File: config.mk
export PLATFORM = sky130hd
export DESIGN_NAME = resp_signature_capture_flat
export DESIGN_NICKNAME = d
export VERILOG_FILES = /design/src/rtl/resp_signature_capture_if.sv /design/src/rtl/resp_signature_capture.sv /design/src/flat_wrapper.sv
export SDC_FILE = /design/constraint.sdc
export NUM_CORES = 1
export LEC_CHECK = 0
export CAP_MARGIN = 30
export CORE_AREA = 10 10 130 96
export DETAILED_ROUTE_END_ITERATION = 7
export DIE_AREA = 0 0 140 106
export PLACE_DENSITY = 0.71
export REMOVE_ABC_BUFFERS = 1
export SYNTH_ARGS = -nofsm -noshare
export SYNTH_HDL_FRONTEND = slang
export SYNTH_SLANG_ARGS = --single-unit
File: constraint.sdc
create_clock -name CK -period 3.2 [get_ports CK]
set_input_delay 0.8 -clock CK [delete_from_list [all_inputs] [get_ports CK]]
set_output_delay 0.8 -clock CK [all_outputs]
set_load 0.01 [all_outputs]
File: src/rtl/resp_signature_capture_if.sv
// Bundle of the capture-session control, pattern/response stream, golden-table
// write port, captured-table read port and result outputs.
interface resp_signature_capture_if #(
    parameter int N_IN  = 5,
    parameter int SIG_W = 16
);
    // pat_valid has no ready: a pair is consumed on every rising edge where it
    // is high while capturing, unless start is also high (then it is dropped).
    logic              start;
    logic              pat_valid;
    logic [N_IN-1:0]   pat;
    logic              resp;
    logic              exp_we;
    logic [N_IN-1:0]   exp_addr;
    logic              exp_bit;
    logic [N_IN-1:0]   rd_addr;
    logic              rd_resp;
    logic              busy;
    logic              done;
    logic [SIG_W-1:0]  sig;
    logic [N_IN:0]     mismatch_cnt;
    logic [N_IN-1:0]   first_fail_pat;
    logic              first_fail_vld;
    logic              order_err;

    modport master (
        output start, pat_valid, pat, resp, exp_we, exp_addr, exp_bit, rd_addr,
        input  rd_resp, busy, done, sig, mismatch_cnt, first_fail_pat,
               first_fail_vld, order_err
    );

    modport slave (
        input  start, pat_valid, pat, resp, exp_we, exp_addr, exp_bit, rd_addr,
        output rd_resp, busy, done, sig, mismatch_cnt, first_fail_pat,
               first_fail_vld, order_err
    );
endinterface

File: src/rtl/resp_signature_capture.sv
// Captures single-bit DUT responses per stimulus pattern, compacts them into a
// MISR signature and compares them against a golden response table.
module resp_signature_capture #(
    parameter int               N_IN  = 5,
    parameter int               SIG_W = 16,
    parameter logic [SIG_W-1:0] POLY  = 16'h1021,
    parameter logic [SIG_W-1:0] SEED  = 16'hFFFF
) (
    input  logic                     CK,
    input  logic                     reset,
    resp_signature_capture_if.slave  bus,
    output logic [1:0]               dbg_state_o
);
    localparam int DEPTH = 1 << N_IN;

    typedef enum logic [1:0] {
        S_IDLE    = 2'd0,
        S_CAPTURE = 2'd1,
        S_DONE    = 2'd2
    } state_e;

    state_e            state_q, state_d;
    logic [DEPTH-1:0]  cap_q;
    logic [DEPTH-1:0]  gold_q;
    logic [SIG_W-1:0]  sig_q, sig_next;
    logic [N_IN:0]     cnt_q;
    logic [N_IN-1:0]   ffp_q;
    logic              ffv_q;
    logic              order_q;
    logic [N_IN-1:0]   exp_idx_q;
    logic              rd_resp_q;
    logic              accept;
    logic              miss;
    logic [SIG_W-1:0]  ins;

    assign accept = (state_q == S_CAPTURE) && bus.pat_valid && !bus.start;
    assign miss   = bus.resp != gold_q[bus.pat];

    always_ff @(posedge CK) begin
        if (reset) state_q <= S_IDLE;
        else       state_q <= state_d;
    end

    always_comb begin
        state_d = state_q;
        if (bus.start)
            state_d = S_CAPTURE;
        else if (accept && (bus.pat == '1))
            state_d = S_DONE;
    end

    always_comb begin
        ins = '0;
        ins[N_IN:0] = {bus.pat, bus.resp};
        sig_next = (sig_q << 1) ^ (sig_q[SIG_W-1] ? POLY : '0) ^ ins;
    end

    always_ff @(posedge CK) begin
        if (reset) begin
            cap_q     <= '0;
            gold_q    <= '0;
            sig_q     <= SEED;
            cnt_q     <= '0;
            ffp_q     <= '0;
            ffv_q     <= 1'b0;
            order_q   <= 1'b0;
            exp_idx_q <= '0;
            rd_resp_q <= 1'b0;
        end else begin
            rd_resp_q <= cap_q[bus.rd_addr];
            if (bus.start) begin
                sig_q     <= SEED;
                cnt_q     <= '0;
                ffp_q     <= '0;
                ffv_q     <= 1'b0;
                order_q   <= 1'b0;
                exp_idx_q <= '0;
            end else if (accept) begin
                cap_q[bus.pat] <= bus.resp;
                sig_q          <= sig_next;
                exp_idx_q      <= exp_idx_q + 1'b1;
                if (bus.pat != exp_idx_q) order_q <= 1'b1;
                if (miss) begin
                    if (cnt_q != '1) cnt_q <= cnt_q + 1'b1;
                    if (!ffv_q) begin
                        ffp_q <= bus.pat;
                        ffv_q <= 1'b1;
                    end
                end
            end
            // Golden table is frozen while a session is comparing against it.
            if (bus.exp_we && (state_q != S_CAPTURE))
                gold_q[bus.exp_addr] <= bus.exp_bit;
        end
    end

    assign bus.rd_resp        = rd_resp_q;
    assign bus.busy           = (state_q == S_CAPTURE);
    assign bus.done           = (state_q == S_DONE);
    assign bus.sig            = sig_q;
    assign bus.mismatch_cnt   = cnt_q;
    assign bus.first_fail_pat = ffp_q;
    assign bus.first_fail_vld = ffv_q;
    assign bus.order_err      = order_q;
    assign dbg_state_o        = state_q;
endmodule

File: src/flat_wrapper.sv
// flat-port wrapper written by rule: the top's interface ports become plain ports
module resp_signature_capture_flat 
#(
    parameter int               N_IN  = 5,
    parameter int               SIG_W = 16,
    parameter logic [SIG_W-1:0] POLY  = 16'h1021,
    parameter logic [SIG_W-1:0] SEED  = 16'hFFFF
)
  (CK, reset, dbg_state_o, bus_start, bus_pat_valid, bus_pat, bus_resp, bus_exp_we, bus_exp_addr, bus_exp_bit, bus_rd_addr, bus_rd_resp, bus_busy, bus_done, bus_sig, bus_mismatch_cnt, bus_first_fail_pat, bus_first_fail_vld, bus_order_err);
  resp_signature_capture_if #(.N_IN(N_IN), .SIG_W(SIG_W)) bus_i ();
  input  logic CK;
  input  logic reset;
  output logic [1:0] dbg_state_o;
  input wire logic [$bits(bus_i.start)-1:0] bus_start;
  input wire logic [$bits(bus_i.pat_valid)-1:0] bus_pat_valid;
  input wire logic [$bits(bus_i.pat)-1:0] bus_pat;
  input wire logic [$bits(bus_i.resp)-1:0] bus_resp;
  input wire logic [$bits(bus_i.exp_we)-1:0] bus_exp_we;
  input wire logic [$bits(bus_i.exp_addr)-1:0] bus_exp_addr;
  input wire logic [$bits(bus_i.exp_bit)-1:0] bus_exp_bit;
  input wire logic [$bits(bus_i.rd_addr)-1:0] bus_rd_addr;
  output wire logic [$bits(bus_i.rd_resp)-1:0] bus_rd_resp;
  output wire logic [$bits(bus_i.busy)-1:0] bus_busy;
  output wire logic [$bits(bus_i.done)-1:0] bus_done;
  output wire logic [$bits(bus_i.sig)-1:0] bus_sig;
  output wire logic [$bits(bus_i.mismatch_cnt)-1:0] bus_mismatch_cnt;
  output wire logic [$bits(bus_i.first_fail_pat)-1:0] bus_first_fail_pat;
  output wire logic [$bits(bus_i.first_fail_vld)-1:0] bus_first_fail_vld;
  output wire logic [$bits(bus_i.order_err)-1:0] bus_order_err;
  assign bus_i.start = bus_start;
  assign bus_i.pat_valid = bus_pat_valid;
  assign bus_i.pat = bus_pat;
  assign bus_i.resp = bus_resp;
  assign bus_i.exp_we = bus_exp_we;
  assign bus_i.exp_addr = bus_exp_addr;
  assign bus_i.exp_bit = bus_exp_bit;
  assign bus_i.rd_addr = bus_rd_addr;
  assign bus_rd_resp = bus_i.rd_resp;
  assign bus_busy = bus_i.busy;
  assign bus_done = bus_i.done;
  assign bus_sig = bus_i.sig;
  assign bus_mismatch_cnt = bus_i.mismatch_cnt;
  assign bus_first_fail_pat = bus_i.first_fail_pat;
  assign bus_first_fail_vld = bus_i.first_fail_vld;
  assign bus_order_err = bus_i.order_err;
  resp_signature_capture #(.N_IN(N_IN), .SIG_W(SIG_W), .POLY(POLY), .SEED(SEED)) u_core (.CK(CK), .reset(reset), .bus(bus_i), .dbg_state_o(dbg_state_o));
endmodule
==> results.py, run 1 <==
metrics = {
    "drt": {
        "first_iter_violations": 354,
        "wl_per_cell_um": 16.39,
        "drt-total-wl_um": 12590,
        "ant_nets": 0,
        "via_per_inst": 5.473,
        "vias": 4203,
        "drc_errors": 0,
        "dr.pass1.iters": 5,
    },
    "synth": {
        "netlist_instances": 580,
        "netlist_area_mm2": 0.004906,
        "ys.flop_type": "dfxtp_1",
        "synth_cell_types": 45,
        "ys_seq_elements": 101,
        "synth_compound_area_share_pct": 9.819,
        "syn-mean-instance-area_um2": 8.459,
        "synth_mux_area_share_pct": 16.17,
        "synth_fa_ha_area_share_pct": 0.5101,
        "synthXorXnorAreaFrac_pct": 3.392,
        "ys_seq_area_share_pct": 41.21,
        "async_flop_share_pct": 0,
        "synth_edf_count": 0,
        "synth-simple-area-share_pct": 23.46,
        "synth_top_family_by_area": "simple AND/OR/NAND/NOR gates",
        "yosys_warnings": 0,
    },
    "clock_network": {
        "insertion_delay_ns": 0.35,
        "clock-sinks": 101,
        "tritoncts": "yes",
        "cts_buffers": 9,
        "holdBufCountCts": 0,
        "root_buffer": "clkbuf_16",
        "clockBufferDepth": 2,
        "cts_resized": 0,
        "post_cts_buffers": 0,
        "htree_levels": 3,
        "clk_pin_slew_ns": 0.07,
    },
    "floorplanning": {
        "die_w_um": 140,
        "rows": 31,
        "io_pins": 56,
        "core_area_mm2": 0.01008,
        "dieArea_mm2": 0.01484,
        "die_h_um": 106,
        "initial_utilization_pct": 48.65,
    },
    "timing": {
        "hold_violations": 0,
        "clock.fmax_mhz": 328.7,
        "setup_tns_ns": 0,
        "period_minus_slack_ns": 3.042,
        "rsz0062_at_grt": "no",
        "skew_ns": 0.006602,
        "setup_slack_ns": 0.1579,
        "finalHoldWorstSlack_ns": 0.4578,
        "finalCritPeriodShare_pct": 95.07,
        "relSlewSlack_pct": 50.95,
        "slew_violations": 0,
        "tightest_slew_ns": 0.7339,
        "setup_viol": 0,
    },
    "global_routing": {
        "grt_pass1_wl_um": 20800,
        "antenna_found_initial": 0,
        "grt-ovfl-total": 0,
        "grtUsageTotal_pct": 16.73,
        "grt_pass1_vias": 4105,
        "grt_max_degree": 66,
    },
    "cells_and_area": {
        "fill_cells": 931,
        "final_area_mm2": 0.005923,
        "area_growth_pct": 20.73,
        "layout.cells.non_filler": 768,
        "drive_gt1_share_pct": 12.58,
        "seq_area_mm2": 0.002022,
        "multi_input_area_mm2": 0.002620,
        "nets": 655,
        "antenna_cells": 0,
        "post-route-util_pct": 58.73,
    },
    "critical_path": {
        "cp.required_ns": 3.42,
        "end_kind": "register",
        "cp-startpoint": "bus_pat[0]",
        "worstReg2RegStart": "u_core.gold_q[26]",
        "arrival_ns": 3.27,
        "crit_type": "input pin to register",
        "critPathMaxFanout": 5,
        "cp-start-kind": "input pin",
        "rrSetupSlack_ns": 0.91,
    },
    "placed_design": {
        "dp_hpwl_um": 9077,
        "placedInstanceArea_mm2": 0.005623,
        "placed_cells": 752,
        "gp_congestion": 0.9044,
        "port_buffers": 55,
        "place_ws_ns": -0.2044,
    },
    "power": {
        "ir_drop_mv": 0.3229,
        "p_leak_nw": 2.307,
        "power_mw": 2.636,
        "power.density_mw_per_mm2": 445.1,
    },
    "hold_path": {
        "hold_class": "register to register",
        "holdCritStartpoint": "u_core.cap_q[19]",
    },
    "run": {
        "maxCapViolations": 0,
    },
    "status": {
        "status": "complete, no violations",
    },
}
-- power by group --
group	switching, mW	internal, mW
logic	0.146	0.106
registers	0.00911	1.27
clock network	0.482	0.626
-- cell usage after synthesis, types with 3 or more instances --
cell	instances	area share, %
xnor2_1	10	1.8
mux2_2	5	1.1
o211ai_1	8	1.2
nand3b_1	4	0.61
or2_2	3	0.38
nor3_1	6	0.61
or3_1	6	0.77
nand2_1	102	7.8
mux2i_1	44	9.0
mux4_2	12	5.5
or4_1	3	0.46
nand3_1	30	3.1
o21ai_0	30	3.1
nand4_1	5	0.64
buf_2	5	0.51
buf_4	10	1.5
and2_1	3	0.38
nor2_1	84	6.4
clkbuf_1	31	2.4
a21oi_1	38	3.9
dfxtp_1	101	41
xor2_1	9	1.6
-- per-layer routing --
metal	GRT usage (%)	vias up	part of all wire [%]
met5	0	-	0
met4	4.265	0	1.0
met3	4.046	13	5.1
met2	26.12	110	45
met1	22.72	2000	48
li1	-	2080	-
-- logic make-up (layout without fill, tap and decap cells) --
group | after synthesis | after routing
simple gates | 260 | 260
buf+inv | 52 | 108
mux | 62 | 62
flops | 101 | 101
compound gates | 84 | 84
fa+ha+maj | 2 | 2
xor+xnor | 19 | 19
-- layout by cell type, fill, tap and decap left out, types with 8 or more instances in the layout --
cell,count
nand3_1,30
buf_4,35
clkdlybuf4s50_1,54
a21oi_1,38
xor2_1,9
nor2_1,83
dfxtp_1,101
o21ai_0,30
clkbuf_16,9
mux4_2,12
o211ai_1,8
xnor2_1,10
nand2_1,102
mux2i_1,44
-- flip-flops by register name, summed over array words and instances (netlist names) --
| register | count |
|---|---|
| u_core.dbg_state_o | 2 |
| u_core.gold_q | 32 |
| u_core.bus.order_err | 1 |
| u_core.bus.sig | 16 |
| u_core.bus.rd_resp | 1 |
| u_core.bus.first_fail_vld | 1 |
| u_core.bus.first_fail_pat | 5 |
| u_core.exp_idx_q | 5 |
| u_core.cap_q | 32 |
| u_core.bus.mismatch_cnt | 6 |
-- final cells by class --
type                            count  area share, %
Timing Repair Buffer               90          13.65
Multi-Input combinational cell    427          44.23
Clock buffer                       10          4.035
Clock inverter                      6          1.035
Sequential cell                   101          34.14
Tap cell                          132          2.788
Inverter                            2         0.1267
-- worst max-delay path, stage by stage --
cell             delay (ns)
clkdlybuf4s50_1        0.54
mux4_1                 0.59
a22oi_2                0.14
nand3_1                0.12
a221oi_2               0.20
buf_4                  0.17
xor2_1                 0.07
or3_1                  0.46
mux2i_1                0.17
-- final timing paths --
check / endpoint / cells after the start
max reg2reg: u_core.bus.first_fail_pat[4] / 8
min reg2reg: u_core.cap_q[19] / 2
min: u_core.cap_q[19] / 2
max: u_core.bus.first_fail_pat[4] / 9
Note: power is estimated with default switching activity, not from simulation.
==> inputs of run 2 (changes only) <==
Settings changed: PLACE_DENSITY 0.71 to 0.74.
Clock period 3.2 ns to 2.49 ns, I/O delays scaled along.
==> run 2 against run 1 <==
Effect of this change: die area did not move; flip-flop and latch count did not move; cell area rose by 4.4%; power rose by 36%.
==> results.py, run 2 (synthesis results as in run 1) <==
metrics = {
    "status": {
        "status": "complete, no violations",
    },
    "power": {
        "netSwitchingPower_mw": 0.8259,
        "power_mw": 3.578,
        "p_comb_share_pct": 9.8,
        "p_leak_nw": 2.442,
        "power.density_mw_per_mm2": 578.4,
        "internal-power_mw": 2.752,
        "pwr-share-clk_pct": 44.3,
        "swShare_pct": 23.08,
        "ir_drop_mv": 0.4423,
        "seqPwrFrac_pct": 45.9,
    },
    "critical_path": {
        "crit_type": "input pin to register",
        "rrSetupSlack_ns": 0.21,
        "r2r_cells": 10,
        "critPathMaxFanout": 8,
        "cp-start-kind": "input pin",
        "arrival_ns": 2.62,
        "cp-startpoint": "bus_pat[1]",
        "r2r-end": "u_core.bus.mismatch_cnt[0]",
        "cp.required_ns": 2.73,
        "worstReg2RegStart": "u_core.gold_q[24]",
        "end_kind": "register",
    },
    "global_routing": {
        "grt_pass1_vias": 4202,
        "antenna_found_initial": 1,
        "grt_pass1_wl_um": 21280,
        "grtUsageTotal_pct": 17.03,
        "grt_max_degree": 47,
        "grt-ovfl-total": 0,
    },
    "cells_and_area": {
        "layout_common_cells": "102 x nand2_1, 101 x dfxtp_1, 83 x nor2_1, 50 x buf_4, 49 x clkdlybuf4s50_1",
        "final_area_mm2": 0.006186,
        "layout.cells.non_filler": 789,
        "drive_gt1_share_pct": 17.07,
        "final_common_cell": "nand2_1",
        "post-route-util_pct": 61.34,
        "nets": 675,
        "area_growth_pct": 26.09,
    },
    "drt": {
        "first_iter_violations": 348,
        "via_per_inst": 5.625,
        "drt-total-wl_um": 12930,
        "ant_nets": 0,
        "drc_errors": 0,
        "wl_per_cell_um": 16.39,
        "vias": 4438,
        "dr.pass1.iters": 5,
    },
    "hold_path": {
        "hold_class": "register to register",
        "whs_path_depth": 2,
        "hold_end": "u_core.cap_q[3]",
        "holdCritStartpoint": "u_core.cap_q[3]",
    },
    "clock_network": {
        "root_buffer": "clkbuf_16",
        "insertion_delay_ns": 0.35,
        "clock-sinks": 101,
        "tritoncts": "yes",
        "clk_pin_slew_ns": 0.07,
        "clockBufferDepth": 2,
        "cts_buffers": 9,
        "htree_levels": 3,
    },
    "timing": {
        "finalCritPeriodShare_pct": 95.76,
        "setup_viol": 0,
        "tightest_slew_ns": 0.5004,
        "period_minus_slack_ns": 2.384,
        "relSlewSlack_pct": 66.64,
        "hold_violations": 0,
        "slew_violations": 0,
        "clock.fmax_mhz": 419.4,
        "skew_ns": 0.009271,
    },
    "placed_design": {
        "placedInstanceArea_mm2": 0.005776,
        "dp_hpwl_um": 9217,
        "port_buffers": 55,
        "gp_congestion": 0.8963,
        "placed_cells": 769,
    },
    "floorplanning": {
        "initial_utilization_pct": 48.65,
        "io_pins": 56,
        "core_area_mm2": 0.01008,
        "rows": 31,
        "die_w_um": 140,
        "die_h_um": 106,
        "dieArea_mm2": 0.01484,
    },
    "run": {
        "maxCapViolations": 0,
    },
}
## run 2: cell count changes in the layout (fill, tap and decap cells not counted), sizes merged
cell           previous run  this run
clkinvlp                  1         0
dlygate4sd2               0         1
diode                     0         1
clkbuf                   10        14
buf                      36        58
clkdlybuf4s50            54        49
clkinv                    3         1
bufinv                    1         2
## run 2: power groups by stage
stage	Combinational, mW	Sequential, mW	Clock [mW]
finish	0.350	1.64	1.59
CTS	0.346	1.64	1.61
floorplan	0.117	1.68	0
detailed placement	0.340	1.68	0
global placement	0.332	1.68	0
global route	0.379	1.64	1.67
## run 2: through the flow
step	worst slack (ns)	TNS (ns)	hold slack, ns
after CTS	0.004856	0	0.4537
after detailed placement	-0.8303	-8.300	0.4447
after floorplan	0.008956	0	0.4271
after global routing	-0.01808	-0.02588	0.4697
final	0.1056	0	0.4599
after global placement	-0.6783	-7.476	0.4418
## run 2: routing by layer
| layer | vias to the layer above | part of all wire (%) | track usage (%) |
|---|---|---|---|
| met3 | 17 | 6.7 | 4.802 |
| li1 | 2129 | - | - |
| met4 | 0 | 0.94 | 3.529 |
| met5 | - | 0 | 0 |
| met1 | 2145 | 47 | 22.64 |
| met2 | 147 | 46 | 27.06 |
## run 2: timing repair
item,CTS,global route
buffers inserted,2,0
gates cloned,1,0
hold buffers,0,0
endpoints found under the setup margin,12,11
gates resized for setup,18,13
pin swaps,1,5
## run 2: worst max-delay path: stages
cell	delay, ns
buf_2	0.10
buf_6	0.13
mux4_2	0.51
nand4_1	0.09
nand3_1	0.08
a221oi_2	0.23
buf_4	0.19
mux2i_1	0.18
buf_4	0.19
buf_6	0.10
xor2_1	0.14
nor2_1	0.05
## run 2: worst max-delay path by stage
stage	to	cells past startpoint	slack, ns
after global placement	u_core.bus.first_fail_pat[4]	9	-0.68
after floorplan	u_core.bus.mismatch_cnt[5]	7	0.009
after CTS	u_core.bus.mismatch_cnt[0]	11	0.005
final	u_core.bus.mismatch_cnt[0]	12	0.11
after detailed placement	u_core.bus.mismatch_cnt[5]	10	-0.83
after global routing	u_core.bus.mismatch_cnt[3]	11	-0.02
## run 2: final cells by class
class / count / area [µm²]
multi-input cells: 427 / 2668
inverters: 2 / 7.507
well taps: 132 / 165.2
clock buffers: 12 / 266.5
repair buffers: 110 / 977.2
flip-flops and latches: 101 / 2022
fillers: 858 / 3899
diodes: 1 / 2.502
clock inverters: 4 / 77.57
